===== src/rtl/mem_stage_lsu.sv =====
// Memory-stage load/store unit: decodes the M-stage access, runs a single-outstanding
// request/grant bus transaction, and returns the aligned, extended load data.
module mem_stage_lsu #(
    parameter int unsigned TIMEOUT_CYCLES = 255,
    parameter int unsigned CNT_W          = 16
) (
    input  logic        clk,
    input  logic        reset,
    input  logic [31:0] ALUResultM,
    input  logic [31:0] WriteDataM,
    input  logic        MemWriteM,
    input  logic [1:0]  ResultSrcM,
    input  logic [1:0]  MemSizeM,
    input  logic [2:0]  funct3M,
    input  logic        HoldM,
    output logic        mem_req,
    output logic        mem_we,
    output logic [31:0] mem_addr,
    output logic [31:0] mem_wdata,
    output logic [3:0]  mem_be,
    input  logic        mem_gnt,
    input  logic        mem_rvalid,
    input  logic [31:0] mem_rdata,
    output logic [31:0] ReadDataM,
    output logic        StallM,
    output logic        MisalignedM,
    output logic        BusErrM
);

    typedef enum logic [1:0] {IDLE, REQ, WAIT, DONE} state_t;

    localparam logic [CNT_W-1:0] TO_LIMIT = CNT_W'(TIMEOUT_CYCLES);

    state_t           state_q, state_d;
    logic [CNT_W-1:0] cnt_q, cnt_d, cnt_inc;
    logic [31:0]      data_q, data_d;
    logic             buserr_q, buserr_d;

    logic        is_store, is_load, is_op, is_byte, is_half, is_word, mis;
    logic        timeout, req_c;
    logic [1:0]  off;
    logic [31:0] shifted, load_ext;
    logic [15:0] half_sel;

    always_comb begin
        off      = ALUResultM[1:0];
        is_store = MemWriteM;
        is_load  = !MemWriteM && (ResultSrcM == 2'b01);
        is_op    = is_store || is_load;
        is_byte  = (MemSizeM == 2'b00);
        is_half  = (MemSizeM == 2'b01);
        is_word  = MemSizeM[1];
        mis      = is_op && ((is_half && ALUResultM[0]) || (is_word && (off != 2'b00)));
    end

    // Bus-side formatting: stores replicate the low lanes so any enabled byte sees its data.
    always_comb begin
        mem_addr = {ALUResultM[31:2], 2'b00};
        mem_we   = is_store;
        if (is_byte) begin
            mem_be    = 4'b0001 << off;
            mem_wdata = {4{WriteDataM[7:0]}};
        end else if (is_half) begin
            mem_be    = 4'b0011 << {off[1], 1'b0};
            mem_wdata = {2{WriteDataM[15:0]}};
        end else begin
            mem_be    = 4'b1111;
            mem_wdata = WriteDataM;
        end
    end

    always_comb begin
        shifted  = mem_rdata >> {off, 3'b000};
        half_sel = off[1] ? mem_rdata[31:16] : mem_rdata[15:0];
        if (is_byte)
            load_ext = funct3M[2] ? {24'b0, shifted[7:0]} : {{24{shifted[7]}}, shifted[7:0]};
        else if (is_half)
            load_ext = funct3M[2] ? {16'b0, half_sel} : {{16{half_sel[15]}}, half_sel};
        else
            load_ext = mem_rdata;
    end

    always_comb begin
        cnt_inc = cnt_q + CNT_W'(1);
        timeout = (TIMEOUT_CYCLES != 0) && (cnt_inc == TO_LIMIT);
    end

    // NOTE: every signal gets a default first so no path through the case infers a latch.
    always_comb begin
        state_d  = state_q;
        cnt_d    = cnt_q;
        data_d   = data_q;
        buserr_d = 1'b0;
        req_c    = 1'b0;
        unique case (state_q)
            IDLE: begin
                if (is_op && !mis) begin
                    req_c = 1'b1;
                    cnt_d = '0;
                    if (mem_gnt) state_d = is_store ? DONE : WAIT;
                    else         state_d = REQ;
                end
            end
            REQ: begin
                req_c = 1'b1;
                cnt_d = cnt_inc;
                if (mem_gnt) begin
                    state_d = is_store ? DONE : WAIT;
                    cnt_d   = '0;
                end else if (timeout) begin
                    state_d  = DONE;
                    data_d   = '0;
                    buserr_d = 1'b1;
                end
            end
            WAIT: begin
                cnt_d = cnt_inc;
                if (mem_rvalid) begin
                    state_d = DONE;
                    data_d  = load_ext;
                end else if (timeout) begin
                    state_d  = DONE;
                    data_d   = '0;
                    buserr_d = 1'b1;
                end
            end
            DONE: begin
                buserr_d = buserr_q;
                if (!HoldM) begin
                    state_d  = IDLE;
                    buserr_d = 1'b0;
                end
            end
            default: state_d = IDLE;
        endcase
    end

    // Reset gates the combinational handshake so an in-flight access is dropped at once.
    always_comb begin
        mem_req     = !reset && req_c;
        StallM      = !reset && is_op && !mis && (state_q != DONE);
        MisalignedM = mis && (state_q == IDLE);
        ReadDataM   = data_q;
        BusErrM     = buserr_q;
    end

    // NOTE: sequential state uses non-blocking assignments only.
    always_ff @(posedge clk or posedge reset) begin
        if (reset) begin
            state_q  <= IDLE;
            cnt_q    <= '0;
            data_q   <= '0;
            buserr_q <= 1'b0;
        end else begin
            state_q  <= state_d;
            cnt_q    <= cnt_d;
            data_q   <= data_d;
            buserr_q <= buserr_d;
        end
    end

endmodule


===== config.mk =====
export PLATFORM = sky130hd
export DESIGN_NAME = mem_stage_lsu
export DESIGN_NICKNAME = d
export VERILOG_FILES = /design/src/rtl/mem_stage_lsu.sv
export SDC_FILE = /design/constraint.sdc
export NUM_CORES = 1
export LEC_CHECK = 0
export ABC_AREA = 1
export BUFFER_PORTS_ARGS = -buffer_cell sky130_fd_sc_hd__buf_4
export CORE_ASPECT_RATIO = 0.6
export CORE_MARGIN = 2
export CORE_UTILIZATION = 28
export CTS_CLUSTER_SIZE = 25
export DETAILED_ROUTE_END_ITERATION = 6
export GPL_TIMING_DRIVEN = 0
export SYNTH_ARGS = -nofsm -noshare
export SYNTH_HDL_FRONTEND = slang
export SYNTH_SLANG_ARGS = --single-unit

===== constraint.sdc =====
create_clock -name clk -period 2.15 [get_ports clk]
set_input_delay 0.3225 -clock clk [delete_from_list [all_inputs] [get_ports clk]]
set_output_delay 0.3225 -clock clk [all_outputs]
set_load 0.02 [all_outputs]

After elaboration in Yosys (flattened, before gate mapping)
Index checks and enable logic that the tools add are counted.
{"block": "word_totals", "elab_cells": 72, "output_inout_bits": 105, "ff_bits": 51, "input_bits": 109}
{"block": "classes", "shift": 3, "n_addsub": 1, "eq_ne": 10, "n_mux": 31, "reduce_logical": 23}
{"operator": "32-bit two-way mux", "n": 9}
{"operator": "32-bit case mux with 2 select lines", "n": 1}
{"operator": "16-bit two-way mux", "n": 3}
{"operator": "16-bit case mux with 3 select lines", "n": 1}
{"operator": "32-bit by 5-bit >> shifter with 8-bit output", "n": 1}
{"operator": "16-bit by 1-bit adder with 16-bit output (second input constant)", "n": 1}
{"operator": "16-bit by 8-bit == test with 1-bit output (second input constant)", "n": 1}
{"operator": "2-bit two-way mux", "n": 6}
{"operator": "1-bit logical AND", "n": 10}
{"operator": "4-bit two-way mux", "n": 2}
{"operator": "2-bit inequality test (second input constant)", "n": 4}
{"operator": "2-bit case mux with 4 select lines", "n": 1}
{"operator": "2-bit by 1-bit == test with 1-bit output (second input constant)", "n": 3}
{"operator": "1-bit two-way mux", "n": 6}
{"operator": "2-bit AND reduction", "n": 3}
{"operator": "2-bit == test (second input constant)", "n": 2}
{"operator": "2-bit zero test", "n": 2}
{"operator": "2-bit nonzero test", "n": 2}
{"operator": "1-bit by 2-bit left shift with 4-bit output (first input constant)", "n": 1}
{"operator": "2-bit by 2-bit left shift with 4-bit output (first input constant)", "n": 1}
{"operator": "1-bit zero test", "n": 3}
{"operator": "1-bit case mux with 3 select lines", "n": 1}
{"operator": "3-bit nonzero test", "n": 1}
{"operator": "1-bit logical OR", "n": 2}
{"operator": "1-bit case mux with 2 select lines", "n": 1}

Logic depth before layout (Yosys ltp)
Gate-level depths: netlist of run 1.
{"block": "depth", "ltp_word": 9, "mapped_depth": 14, "mapped_depth_nobuf": 14}

Worst setup path after synthesis of run 1
Ideal clock, no wire load.
{"block": "synth_path", "path_type": "input to output", "start": "input MemSizeM[1]", "end": "output mem_be[0]", "path_buffers": 2, "t_required_ns": 1.827, "arrival_ns": 1.587, "path_stages": 6, "slack_ns": 0.241, "path_cell_list": "clkbuf_1 > nor2_1 > clkinv_1 > clkbuf_1 > nand2_1 > o21ai_0"}
{"block": "synth_between", "elab_chain_cells": 3, "word_cells_on_any_way": 4, "cone_classes": "eq/ne (1); mux (2); reduce/logical (1)"}
{"item": "start, declared", "line": "13", "source": "input logic [1:0] MemSizeM,"}
{"item": "2-bit by 1-bit == test with 1-bit output", "line": "51", "source": "is_half = (MemSizeM == 2'b01);"}
{"item": "4-bit two-way mux", "line": "63", "source": "end else if (is_half) begin"}
{"item": "4-bit two-way mux *", "line": "60", "source": "if (is_byte) begin"}
{"item": "end, declared", "line": "20", "source": "output logic [3:0] mem_be,"}
Mark *: on every way between the ends. The rest lies on a longest branch, timed or not.

Worst setup path in the final report of run 1
{"block": "layout_path", "start": "register cnt_q[1]", "end": "register data_q[23] (netlist: ReadDataM[23])"}
{"block": "layout_between", "elab_chain_cells": 5, "word_cells_on_any_way": 6, "cone_classes": "add/sub (1); eq/ne (1); mux (4)"}
{"item": "start, declared", "line": "35", "source": "logic [CNT_W-1:0] cnt_q, cnt_d, cnt_inc;"}
{"item": "start signal, assigned", "line": "156", "source": "cnt_q <= cnt_d;"}
{"item": "16-bit by 1-bit adder with 16-bit output *", "line": "84", "source": "cnt_inc = cnt_q + CNT_W'(1);"}
{"item": "16-bit by 8-bit == test with 1-bit output *", "line": "85", "source": "timeout = (TIMEOUT_CYCLES != 0) && (cnt_inc == TO_LIMIT);"}
{"item": "32-bit two-way mux *"}
{"item": "32-bit two-way mux (on tied branches)"}
{"item": "32-bit case mux with 2 select lines *"}
{"item": "end signal, assigned", "line": "157", "source": "data_q <= data_d;"}
{"item": "end, declared", "line": "36", "source": "logic [31:0] data_q, data_d;"}
Mark *: on every way between the ends. The rest lies on a longest branch, timed or not. The select of a mux whose other input is x is not followed.
A chain may end at the register's enable or synchronous reset.

==> impl_metrics.py, run 1 <==
metrics = {
    "status": {
        "status": "finished, violations left",
        "violations": "negative setup slack",
    },
    "critical_path": {
        "cpMostUsedCell": "nand2_1",
        "critPathLaunchType": "register",
        "crit_family": "simple AND/OR/NAND/NOR gates",
        "path_buf_inv": 4,
        "path_class": "register to register",
        "endpoint_kind": "register",
        "cp.required_ns": 2.34,
        "critPathArrivalTime_ns": 2.38,
        "crit_path_max_incr_delay_ns": 0.42,
        "cpMaxStageDelayCell": "dfrtp_1",
        "path_cells": "buf_6 > buf_4 > ha_1 > inv_1 > nor2_1 > nand2_1 > nor2_1 > nand2_1 > nor2_4 > nand3_4 > clkbuf_16 > nand2_1 > nand2_1 > nand3_1 > nand2_1",
        "cp_max_fo": 6,
    },
    "route": {
        "wl_per_cell_um": 16.1,
        "vias": 5152,
        "antenna_left": 0,
        "drt_iter0_drc": 469,
        "drc": 0,
        "totalWireLength_um": 17000,
        "viasPerCell": 4.90,
        "firstDrtPassIters": 5,
    },
    "clock_tree": {
        "cts.path.max_buffers": 2,
        "numCtsBuffers": 5,
        "clk_latency_ns": 0.30,
        "htree_num_levels": 2,
        "cts_root_buf": "clkbuf_16",
        "cts.sinks": 51,
        "path_clk_slew_ns": 0.07,
        "cts_tree": "yes",
    },
    "timing": {
        "drv_slew": 0,
        "min_period_ns": 2.20,
        "worst_slack_ns": -0.0473,
        "whs_ns": 0.00569,
        "fmax_ghz": 0.455,
        "worst_slew_pin_slew_ns": 0.618,
        "rsz0062_at_grt": "yes",
        "hold_viol": 0,
        "setup_violations": 15,
        "tns_ns": -0.375,
        "worst_clock_skew_ns": 0.00365,
        "slew_headroom_pct": 58.8,
        "period_share_pct": 102,
    },
    "global_route": {
        "track_usage_pct": 20.3,
        "grt_overflow": 0,
        "grt_pass1_vias": 4742,
        "grt_max_degree": 39,
        "antenna_found_initial": 0,
        "grt_pass1_wl_um": 25900,
    },
    "placed_design": {
        "place_congestion": 0.887,
        "dp_hpwl_um": 13200,
        "port_buffers": 178,
        "place_inst": 1034,
        "dpl_cell_area_um2": 5850,
        "place_ws_ns": -0.596,
    },
    "finish": {
        "fin_area_um2": 6330,
        "area_delta_synth_final_pct": 49.0,
        "fill_cells": 1540,
        "antenna_cells": 0,
        "drive_gt1_share_pct": 35.4,
        "stdcell_count": 1052,
        "fin_nets": 968,
        "final_util_pct": 43.2,
    },
    "yosys": {
        "synth_cells": 656,
        "synth_edf_count": 0,
        "ys_seq_area_share_pct": 30.1,
        "syn_area_um2": 4250,
        "ys_top_cells_by_area": "dfrtp_1 30%, nand2_1 21%, buf_4 7.6%",
        "synth_top_area_share_pct": 30.1,
        "ys_types": 37,
        "syn_avg_cell_area_um2": 6.47,
        "ys_ff_latch": 51,
        "synth_top_area_cell": "dfrtp_1",
        "dominantRegCellSynth": "dfrtp_1",
        "synth-async-reset-ratio_pct": 100,
        "ys.warnings.count": 0,
    },
    "power_and_ir_drop": {
        "p_per_area_nw_per_um2": 895,
        "peakVddDrop_mv": 0.401,
        "power_leakage_nw": 3.18,
        "p_seq_share_pct": 27.0,
        "p_int_mw": 2.97,
        "pwr-share-comb_pct": 58.1,
        "switching_share_pct": 47.5,
        "power_frac_clock_pct": 14.9,
        "switching_power_mw": 2.69,
        "p_total_mw": 5.66,
    },
    "floorplan": {
        "initial_core_util_pct": 29.0,
        "dieArea_um2": 16200,
        "die_w_um": 163,
        "coreArea_um2": 14600,
        "dieHeight_um": 99.4,
        "ios": 214,
        "rows": 34,
    },
    "job": {
        "maxCapViolations": 0,
    },
    "min_path": {
        "min_path_type": "input pin to async pin",
    },
}
## power groups by stage
| stage | Clock (mW) | Sequential [mW] | Combinational [mW] |
|---|---|---|---|
| after floorplan | 0 | 1.76 | 1.69 |
| after global placement | 0 | 1.52 | 3.14 |
| after detailed placement | 0 | 1.52 | 3.17 |
| after CTS | 0.862 | 1.51 | 3.19 |
| after global routing | 0.904 | 1.57 | 3.62 |
| final | 0.846 | 1.53 | 3.29 |
## path summary, 6_finish.rpt
| kind | from | endpoint | slack [ns] | depth (start not counted) |
|---|---|---|---|---|
| max in group asynchronous | reset | ReadDataM[23] | 1.62 | 3 |
| hold reg to reg | BusErrM | BusErrM | 0.51 | 2 |
| min in group clk | mem_rvalid | BusErrM | 0.32 | 4 |
| hold / removal | reset | state_q[0] | 0.006 | 2 |
| setup / recovery | cnt_q[1] | ReadDataM[23] | -0.05 | 15 |
| setup reg to reg | cnt_q[1] | ReadDataM[23] | -0.05 | 15 |
## cells in the mapped netlist (3+ instances only)
cell type  number
a21oi_1        24
a221oi_1        6
buf_2           3
buf_4          43
clkbuf_1       27
dfrtp_1        51
ha_1            6
inv_1          57
inv_2           3
nand2_1       238
nand3_1        46
nand4_1         4
nor2_1         22
nor2_2          6
o2111ai_1      15
o211ai_1       16
o21ai_0        27
o21ai_1        26
o22ai_1        13
## flip-flops by register name, indices dropped and copies added (netlist names)
signal,flops
cnt_q,16
ReadDataM,32
state_q,2
BusErrM,1
## cells in the final DEF (no fill, tap or decap), types with 8 or more instances in the layout
master / netlist / routed
nand3_1: 46 / 43
o21ai_0: 27 / 27
a21oi_2: 1 / 9
clkbuf_1: 27 / 15
o21ai_1: 26 / 25
o22ai_1: 13 / 13
nand2_1: 238 / 231
nor2_1: 22 / 15
o2111ai_1: 15 / 15
nor2_4: 1 / 8
clkbuf_2: 0 / 9
buf_4: 43 / 227
dfrtp_1: 51 / 50
o211ai_1: 16 / 16
a21oi_1: 24 / 16
inv_1: 57 / 56
## area by class of cell
cell class	count	area [um^2]	area share (%)
buffer	72	477	7.54
clock buffer	7	143	2.25
clock inverter	1	8.76	0.138
inverter	61	230	3.64
multi-input combinational	472	2460	39.0
sequential	51	1280	20.2
tap	198	248	3.92
timing repair buffer	190	1480	23.4
## layer usage
| layer | vias up | part of all wire, % | routed length (um) | track usage, % |
|---|---|---|---|---|
| li1 | 2536 | - | - | - |
| met1 | 2377 | 48 | 8060 | 30.4 |
| met2 | 232 | 43 | 7250 | 29.5 |
| met3 | 7 | 9.3 | 1570 | 5.13 |
| met4 | 0 | 0.51 | 86 | 3.47 |
| met5 | - | 0 | 0 | 0 |
## cell families after synthesis
| logic type | Yosys count | synth area share, % |
|---|---|---|
| flip-flops | 51 | 30.1 |
| adder cells (fa/ha/maj) | 6 | 1.77 |
| other | 1 | 0.0883 |
| AO/OA/AOI/OAI | 135 | 19.6 |
| XOR/XNOR | 3 | 0.619 |
| AND/OR/NAND/NOR | 325 | 31.8 |
| buffers and inverters | 135 | 16.0 |
## repair_timing
action,4_1_cts,5_1_grt
resized for setup,14,55
endpoints found under the setup margin,48,58
endpoints found under the hold margin,0,0
cloned,0,3
pin swaps,3,15
setup buffers,2,7
hold buffers,0,0
(Power assumes the default switching activity.)
==> inputs of run 2 (changes only) <==
--- a/constraint.sdc
+++ b/constraint.sdc
@@ -3,2 +3,2 @@
 set_output_delay 0.3225 -clock clk [all_outputs]
-set_load 0.02 [all_outputs]
+set_load 0.1 [all_outputs]
==> impl_metrics.py, run 2 (synthesis results as in run 1) <==
metrics = {
    "floorplan": {
        "dieArea_um2": 16200,
        "coreArea_um2": 14600,
        "initial_core_util_pct": 29.0,
        "rows": 34,
        "ios": 214,
        "dieHeight_um": 99.4,
        "die_w_um": 163,
    },
    "timing": {
        "rsz0062_at_grt": "yes",
        "worst_clock_skew_ns": 0.00970,
        "fmax_ghz": 0.467,
        "worst_slack_ns": 0.00783,
        "whs_ns": 0.0432,
        "slew_headroom_pct": 63.4,
        "tns_ns": 0,
        "period_share_pct": 99.6,
        "hold_viol": 0,
        "worst_slew_pin_slew_ns": 0.549,
        "drv_slew": 0,
        "min_period_ns": 2.14,
        "setup_violations": 0,
    },
    "power_and_ir_drop": {
        "p_per_area_nw_per_um2": 1230,
        "pwr-share-comb_pct": 69.9,
        "p_total_mw": 7.78,
        "power_frac_clock_pct": 10.3,
        "p_seq_share_pct": 19.8,
        "peakVddDrop_mv": 0.924,
        "switching_power_mw": 4.82,
        "switching_share_pct": 62.0,
        "p_int_mw": 2.96,
        "power_leakage_nw": 3.15,
    },
    "route": {
        "drt_iter0_drc": 340,
        "vias": 5079,
        "wl_per_cell_um": 15.7,
        "viasPerCell": 4.84,
        "antenna_left": 0,
        "totalWireLength_um": 16500,
        "firstDrtPassIters": 5,
        "drc": 0,
    },
    "clock_tree": {
        "path_clk_slew_ns": 0.07,
        "numCtsBuffers": 5,
        "cts_root_buf": "clkbuf_16",
        "cts.path.max_buffers": 2,
        "cts_tree": "yes",
        "cts.sinks": 51,
        "clk_latency_ns": 0.30,
        "htree_num_levels": 2,
    },
    "critical_path": {
        "critPathLaunchType": "register",
        "r2r_cells": 15,
        "cp.required_ns": 2.34,
        "endpoint_kind": "register",
        "path_class": "register to register",
        "critPathArrivalTime_ns": 2.33,
        "cp_max_fo": 7,
    },
    "finish": {
        "stdcell_count": 1049,
        "fin_nets": 966,
        "largest_reg_flops": 32,
        "drive_gt1_share_pct": 36.9,
        "fin_area_um2": 6340,
        "final_util_pct": 43.3,
        "final_cell_mix": "226 x buf_4, 219 x nand2_1, 55 x inv_1",
        "fill_cells": 1558,
        "final_common_cell": "buf_4",
        "antenna_cells": 0,
        "area_delta_synth_final_pct": 49.3,
    },
    "placed_design": {
        "dpl_cell_area_um2": 5900,
        "place_ws_ns": -0.409,
        "place_inst": 1034,
        "place_congestion": 0.954,
        "port_buffers": 178,
        "dp_hpwl_um": 13200,
    },
    "job": {
        "maxCapViolations": 0,
    },
    "global_route": {
        "grt_overflow": 0,
        "grt_pass1_vias": 4491,
        "grt_max_degree": 35,
        "track_usage_pct": 19.6,
        "grt_pass1_wl_um": 25000,
        "antenna_found_initial": 0,
    },
    "min_path": {
        "min_path_type": "input pin to async pin",
    },
    "status": {
        "status": "finished clean",
    },
}
## run 2: cell types whose count changed in the layout (fill, tap and decap cells not counted), sizes merged
cell	change
nand3	-1
clkinv	+1
clkbuf	-3
## run 2: final timing paths
path	start	to	slack (ns)
worst min-delay path	reset	cnt_q[14]	0.04
worst min register to register	ReadDataM[18]	ReadDataM[18]	0.52
max in group asynchronous	reset	cnt_q[6]	1.58
worst max register to register	cnt_q[1]	ReadDataM[24]	0.008
worst max-delay path	cnt_q[1]	ReadDataM[24]	0.008
min in group clk	mem_rvalid	BusErrM	0.34
## run 2: final cells by class
| class | count | area (um^2) | share of cell area [%] |
|---|---|---|---|
| Clock inverter | 2 | 13.8 | 0.217 |
| Sequential cell | 51 | 1280 | 20.2 |
| Inverter | 61 | 238 | 3.75 |
| Tap cell | 198 | 248 | 3.91 |
| Timing Repair Buffer | 189 | 1450 | 22.9 |
| Clock buffer | 5 | 125 | 1.97 |
| Multi-Input combinational cell | 471 | 2520 | 39.8 |
| Buffer | 72 | 463 | 7.30 |
## run 2: layer usage
metal | vias up | share of wire, % | track usage (%)
met1 | 2349 | 51 | 30.9
met5 | - | 0 | 0
met4 | 0 | 0.29 | 1.63
li1 | 2521 | - | -
met3 | 8 | 8.9 | 6.13
met2 | 201 | 40 | 26.7
## run 2: worst max-delay path, cell delays in order, from the launching register on
cell	delay, ns
dfrtp_1	0.43
buf_4	0.14
nand3_2	0.12
nor2_4	0.18
nand3_1	0.08
nand2_1	0.06
nand2_1	0.06
inv_1	0.06
nand2_1	0.08
nor2_4	0.15
nand3_4	0.18
clkbuf_16	0.23
nand2_2	0.05
nand2_1	0.05
nand3_1	0.08
nand2_1	0.06
## run 2: timing repair
action / CTS / global route
endpoints found under the setup margin: 51 / 55
hold buffers: 0 / 0
cloned: 0 / 2
setup buffers: 3 / 5
pin swaps: 1 / 17
resized for setup: 6 / 60
## run 2: power by group through the flow
stage               registers, mW  logic (mW)  clock network [mW]
floorplan                    3.24        2.30                   0
global placement             1.53        5.26                   0
detailed placement           1.53        5.30                   0
CTS                          1.51        5.31               0.818
global route                 1.58        5.80               0.855
finish                       1.54        5.44               0.802
